`config.mk`:
```
export PLATFORM = sky130hd
export DESIGN_NAME = uart_fifo_bridge
export DESIGN_NICKNAME = d
export VERILOG_FILES = /design/src/rtl/io_pkg.sv /design/src/rtl/sync_fifo.sv /design/src/rtl/uart_fifo_bridge.sv
export SDC_FILE = /design/constraint.sdc
export NUM_CORES = 1
export LEC_CHECK = 0
export ABC_AREA = 1
export BUFFER_PORTS_ARGS = -buffer_cell sky130_fd_sc_hd__clkbuf_2
export CORE_MARGIN = 3
export CORE_UTILIZATION = 40
export DETAILED_ROUTE_END_ITERATION = 12
export PLACE_DENSITY = 0.66
export SLEW_MARGIN = 20
export SYNTH_ARGS = -nofsm -noshare
export SYNTH_HDL_FRONTEND = slang
export SYNTH_SLANG_ARGS = --single-unit
```
`constraint.sdc`:
```
create_clock -name clk -period 2.6 [get_ports clk]
set_input_delay 0.39 -clock clk [delete_from_list [all_inputs] [get_ports clk]]
set_output_delay 0.39 -clock clk [all_outputs]
set_load 0.1 [all_outputs]
```
`src/rtl/io_pkg.sv`:
```
// Shared constants for the core/UART buffering bridge.
// Default widths, depths and sticky error bit positions.
package io_pkg;

  localparam int DATA_W_DEF     = 8;
  localparam int SEND_DEPTH_DEF = 16;
  localparam int RECV_DEPTH_DEF = 16;

  localparam int ERR_RX_OVF = 0;
  localparam int ERR_CORE   = 1;

  localparam int ERR_W = 2;

endpackage

```
`src/rtl/sync_fifo.sv`:
```
// Synchronous FIFO with wrap-bit pointers and first-word fall-through.
// Ports: push/pop/din in; dout, full, empty, count, drop_push/drop_pop out.
module sync_fifo #(
  parameter int W     = 8,
  parameter int DEPTH = 16
) (
  input  logic                   clk,
  input  logic                   rstn,
  input  logic                   flush,
  input  logic                   push,
  input  logic                   pop,
  input  logic [W-1:0]           din,
  output logic [W-1:0]           dout,
  output logic                   full,
  output logic                   empty,
  output logic [$clog2(DEPTH):0] count,
  output logic                   drop_push,
  output logic                   drop_pop
);

  localparam int AW = $clog2(DEPTH);

  logic [W-1:0] mem [DEPTH];
  logic [AW:0]  wptr;
  logic [AW:0]  rptr;
  logic         do_push;
  logic         do_pop;

  assign empty = (wptr == rptr);
  assign full  = (wptr[AW] != rptr[AW]) &&
                 (wptr[AW-1:0] == rptr[AW-1:0]);
  assign count = wptr - rptr;

  // Acceptance uses start-of-cycle full/empty only, so a
  // push into a full FIFO is dropped even alongside a pop.
  assign do_push   = push && !full && !flush;
  assign do_pop    = pop && !empty && !flush;
  assign drop_push = push && full;
  assign drop_pop  = pop && empty;

  // Head is forced to zero when empty so no stale or
  // uninitialised storage ever appears on the output.
  assign dout = empty ? '0 : mem[rptr[AW-1:0]];

  always_ff @(posedge clk or negedge rstn) begin
    if (!rstn) begin
      wptr <= '0;
      rptr <= '0;
    end else if (flush) begin
      wptr <= '0;
      rptr <= '0;
    end else begin
      if (do_push) wptr <= wptr + 1'b1;
      if (do_pop)  rptr <= rptr + 1'b1;
    end
  end

  always_ff @(posedge clk) begin
    if (do_push) mem[wptr[AW-1:0]] <= din;
  end

endmodule

```
`src/rtl/uart_fifo_bridge.sv`:
```
// Buffers core<->UART byte streams with one FIFO per direction.
// Ports: core send/recv, uart send/recv, counts, sticky err_flags.
module uart_fifo_bridge
  import io_pkg::*;
#(
  parameter int DATA_W     = DATA_W_DEF,
  parameter int SEND_DEPTH = SEND_DEPTH_DEF,
  parameter int RECV_DEPTH = RECV_DEPTH_DEF
) (
  input  logic                        clk,
  input  logic                        rstn,
  input  logic                        flush,
  input  logic [DATA_W-1:0]           core_send_data,
  input  logic                        core_send_push,
  output logic                        core_send_full,
  output logic [DATA_W-1:0]           core_recv_data,
  output logic                        core_recv_valid,
  input  logic                        core_recv_pop,
  output logic [DATA_W-1:0]           uart_send_data,
  output logic                        uart_send_ready,
  input  logic                        uart_send_valid,
  input  logic [DATA_W-1:0]           uart_recv_data,
  input  logic                        uart_recv_valid,
  output logic                        uart_recv_ready,
  output logic [$clog2(SEND_DEPTH):0] send_count,
  output logic [$clog2(RECV_DEPTH):0] recv_count,
  output logic [ERR_W-1:0]            err_flags
);

  logic send_empty;
  logic send_pop;
  logic send_drop_push;
  logic send_drop_pop;
  logic recv_full;
  logic recv_empty;
  logic recv_drop_push;
  logic recv_drop_pop;

  assign uart_send_ready = !send_empty;
  assign send_pop        = uart_send_ready && uart_send_valid;
  assign uart_recv_ready = !recv_full;
  assign core_recv_valid = !recv_empty;

  sync_fifo #(
    .W     (DATA_W),
    .DEPTH (SEND_DEPTH)
  ) u_send (
    .clk       (clk),
    .rstn      (rstn),
    .flush     (flush),
    .push      (core_send_push),
    .pop       (send_pop),
    .din       (core_send_data),
    .dout      (uart_send_data),
    .full      (core_send_full),
    .empty     (send_empty),
    .count     (send_count),
    .drop_push (send_drop_push),
    .drop_pop  (send_drop_pop)
  );

  // A valid byte offered while full is the overflow case:
  // ready is low so the UART loses it upstream.
  sync_fifo #(
    .W     (DATA_W),
    .DEPTH (RECV_DEPTH)
  ) u_recv (
    .clk       (clk),
    .rstn      (rstn),
    .flush     (flush),
    .push      (uart_recv_valid),
    .pop       (core_recv_pop),
    .din       (uart_recv_data),
    .dout      (core_recv_data),
    .full      (recv_full),
    .empty     (recv_empty),
    .count     (recv_count),
    .drop_push (recv_drop_push),
    .drop_pop  (recv_drop_pop)
  );

  // send_drop_pop cannot assert (pop is gated by ready) but
  // folding it in keeps every FIFO status bit accounted for.
  always_ff @(posedge clk or negedge rstn) begin
    if (!rstn) begin
      err_flags <= '0;
    end else if (flush) begin
      err_flags <= '0;
    end else begin
      if (recv_drop_push)
        err_flags[ERR_RX_OVF] <= 1'b1;
      if (send_drop_push || recv_drop_pop || send_drop_pop)
        err_flags[ERR_CORE] <= 1'b1;
    end
  end

endmodule

```
==> flow_metrics.tcl <==
set metrics [dict create \
    outcome "finished with violations" \
    violations "setup timing" \
    synth_largest_area_cell "edfxtp_1" \
    synth_fa_ha_area_share_pct 2.09 \
    pwr-share-comb_pct 33.7 \
    worstMarginPinSlew_ps 783 \
    nets 1454 \
    multi_input_area_sq_um 4300 \
    wire_per_inst_microns 18.2 \
    switching_share_pct 34.0 \
    postRouteAntennaNets 0 \
    grt-ovfl-total 0 \
    intPower_mw 8.81 \
    crit_fanout 8 \
    finalSetupViolCount 3 \
    ios 55 \
    finClkSkew_ps 14.1 \
    yosysTopAreaCellShare_pct 60.5 \
    drc 0 \
    hold_depth 3 \
    r2r-end "u_recv.mem[2][3]" \
    ys_seq_elements 278 \
    core_area_sq_um 31000 \
    synthMuxAreaShare_pct 0 \
    worstHoldStart "uart_recv_valid" \
    synthSimpleGateAreaFrac_pct 21.9 \
    die_h_microns 184 \
    track_usage_pct 18.5 \
    synth_warnings 0 \
    worstSetupEndpointType "primary output" \
    setup_ws_ps -12.8 \
    hpwlAfterDp_microns 18800 \
    ys_seq_area_share_pct 64.8 \
    worstHoldEndpoint "err_flags[0]" \
    port_buffers 54 \
    critPathRequiredTime_ps 2210 \
    diodes 0 \
    seq_power_share_pct 37.2 \
    antenna_found_initial 0 \
    cts_max_level 1 \
    grt_pass1_vias 8975 \
    initial_utilization_pct 41.0 \
    power.static_leakage_nw 6.99 \
    path_class "flop to primary output" \
    postRouteWirelength_microns 33300 \
    synth_xor_area_share_pct 1.09 \
    path_clk_slew_ps 60 \
    grt_max_degree 67 \
    synth_common_cells "nand2_1 (479), edfxtp_1 (256), inv_1 (203)" \
    timing.rr.start "u_recv.wptr[3]" \
    netlist_area_sq_um 12700 \
    maxSlewHeadroom_pct 47.5 \
    pwr-share-clk_pct 29.1 \
    synth_nets 1343 \
    drt-pass1-iter-count 5 \
    finalNonFillerCells 1829 \
    vias 9224 \
    reg2reg_slack_ps 240 \
    worst_r2r_path_depth 9 \
    hold_viol_final 0 \
    insertion_delay_ps 540 \
    synth-edff-count 256 \
    yosysMostFrequentCell "nand2_1" \
    rsz0062_at_grt "yes" \
    crit_path_start_kind "flop" \
    synth_compound_area_share_pct 1.84 \
    synth_top_family_by_area "simple AND/OR/NAND/NOR gates" \
    gp_congestion 0.816 \
    drive_gt1_share_pct 23.4 \
    drv_cap 0 \
    synthToLayoutAreaGrowth_pct 29.7 \
    switchingPower_mw 4.54 \
    grt_pass1_wl_microns 49300 \
    fin_crit_ps 2610 \
    cts_root_buf "clkbuf_16" \
    cp_data_arrival_time_ps 2220 \
    clockBufferDepth 3 \
    seqCellArea_sq_um 8240 \
    ir_drop_v 0.000834 \
    max_freq_mhz 383 \
    hp-class "input port to flop" \
    syn_area_per_cell_sq_um 9.78 \
    ys_types 28 \
    pre_cts_ws_ps 184 \
    cts_buffers 29 \
    die-area_sq_um 34000 \
    cts_tree "done" \
    dieWidth_microns 184 \
    dp.cells 1733 \
    pwr_density_cell_nw_per_um2 810 \
    drt_iter0_drc 778 \
    min_period_over_period_pct 100 \
    utilization_pct 53.2 \
    fillers 2573 \
    finalMaxSlewViolations 0 \
    cts_num_sinks 278 \
    rows 64 \
    synthCells 1300 \
    synth_ff_type "edfxtp_1" \
    via_per_inst 5.04 \
    synth_area_leaders "edfxtp_1 (60%), nand2_1 (14%), inv_1 (6.0%)" \
    fin_hold_ws_ps 139 \
    p_total_mw 13.4 \
    async_flop_share_pct 7.91 \
]
==> worst max-delay path: stages, from the launching register on <==
cell and delay (ps):
dfrtp_2 440, buf_12 170, clkinv_16 80, clkbuf_16 170, nand2_1 80, nand3_2 80
nand2_1 80, nand2_1 50, nand2_1 100, inv_2 60, a21oi_4 180, buf_12 190
==> area by class of cell <==
| cell class | instances | share of cell area, % |
|---|---|---|
| clock buffers | 31 | 4.45 |
| clock inverters | 22 | 0.896 |
| inverters | 211 | 5.04 |
| multi-input cells | 762 | 26.1 |
| flip-flops and latches | 278 | 50.0 |
| well taps | 396 | 3.01 |
| repair buffers | 128 | 10.4 |
| repair inverters | 1 | 0.0987 |
==> repair_timing <==
item | 4_1_cts | 5_1_grt
pin swaps | 28 | 35
setup buffers | 15 | 9
gates resized for setup | 90 | 98
hold endpoints to repair | 22 | 0
endpoints found under the setup margin | 21 | 21
hold buffers | 1 | 0
gates cloned | 6 | 13
==> metrics by stage <==
stage / setup TNS (ps) / instance area, sq um
2_1_floorplan: -322 / 13100
3_3_place_gp: 0 / 14300
3_5_place_dp: 0 / 14300
4_1_cts: -41.7 / 15800
5_1_grt: -1280 / 16500
6_report: -28.3 / 16500
==> placed cells by master, fill, tap and decap left out, drive strengths merged, types with 3 or more instances in the layout <==
master,n
a21oi,21
buf,92
clkbuf,66
clkinv,27
dfrtp,22
edfxtp,256
ha,18
inv,204
nand2,480
nand3,149
nor2,44
nor3,7
o21ai,22
xnor2,3
xor2,12
==> power by group through the flow <==
stage	combinational, mW	clock (mW)	sequential [mW]
5_1_grt	4.74	4.14	4.97
6_report	4.49	3.89	4.97
3_5_place_dp	3.56	0	5.05
2_1_floorplan	2.37	0	5.07
4_1_cts	4.05	3.94	4.97
3_3_place_gp	3.54	0	5.05
==> logic make-up after synthesis <==
family,Yosys count
simple gates,682
buf+inv,260
flops,278
xor+xnor,15
fa+ha+maj,20
compound gates,45
==> state kept, by name, summed over array words and instances, names as in the netlist <==
name / count
err_flags: 2
u_send.mem: 128
u_recv.rptr: 5
u_recv.wptr: 5
u_send.rptr: 5
u_send.wptr: 5
u_recv.mem: 128
==> worst max-delay path by stage <==
stage              startpoint           endpoint  slack (ps)  cells past startpoint
5_1_grt        u_send.rptr[0]  uart_send_data[7]        -130                     10
4_1_cts        u_send.rptr[0]      send_count[4]         -20                      6
2_1_floorplan  u_recv.rptr[2]  core_recv_data[0]        -240                      9
3_5_place_dp   u_send.wptr[0]   u_send.mem[4][6]         180                      9
6_report       u_recv.rptr[0]  core_recv_data[4]         -10                     11
3_3_place_gp   u_send.wptr[0]  u_send.mem[12][4]         220                      9
==> layer usage <==
layer  vias up  GRT usage [%]  part of all wire [%]
met1      4428           25.1                    41
met5         -              0                     0
met3        64           2.31                   6.6
met4         0           4.72                   2.7
li1       4386              -                     -
met2       346           31.7                    50
No activity file was read; power rests on OpenSTA's default activity.
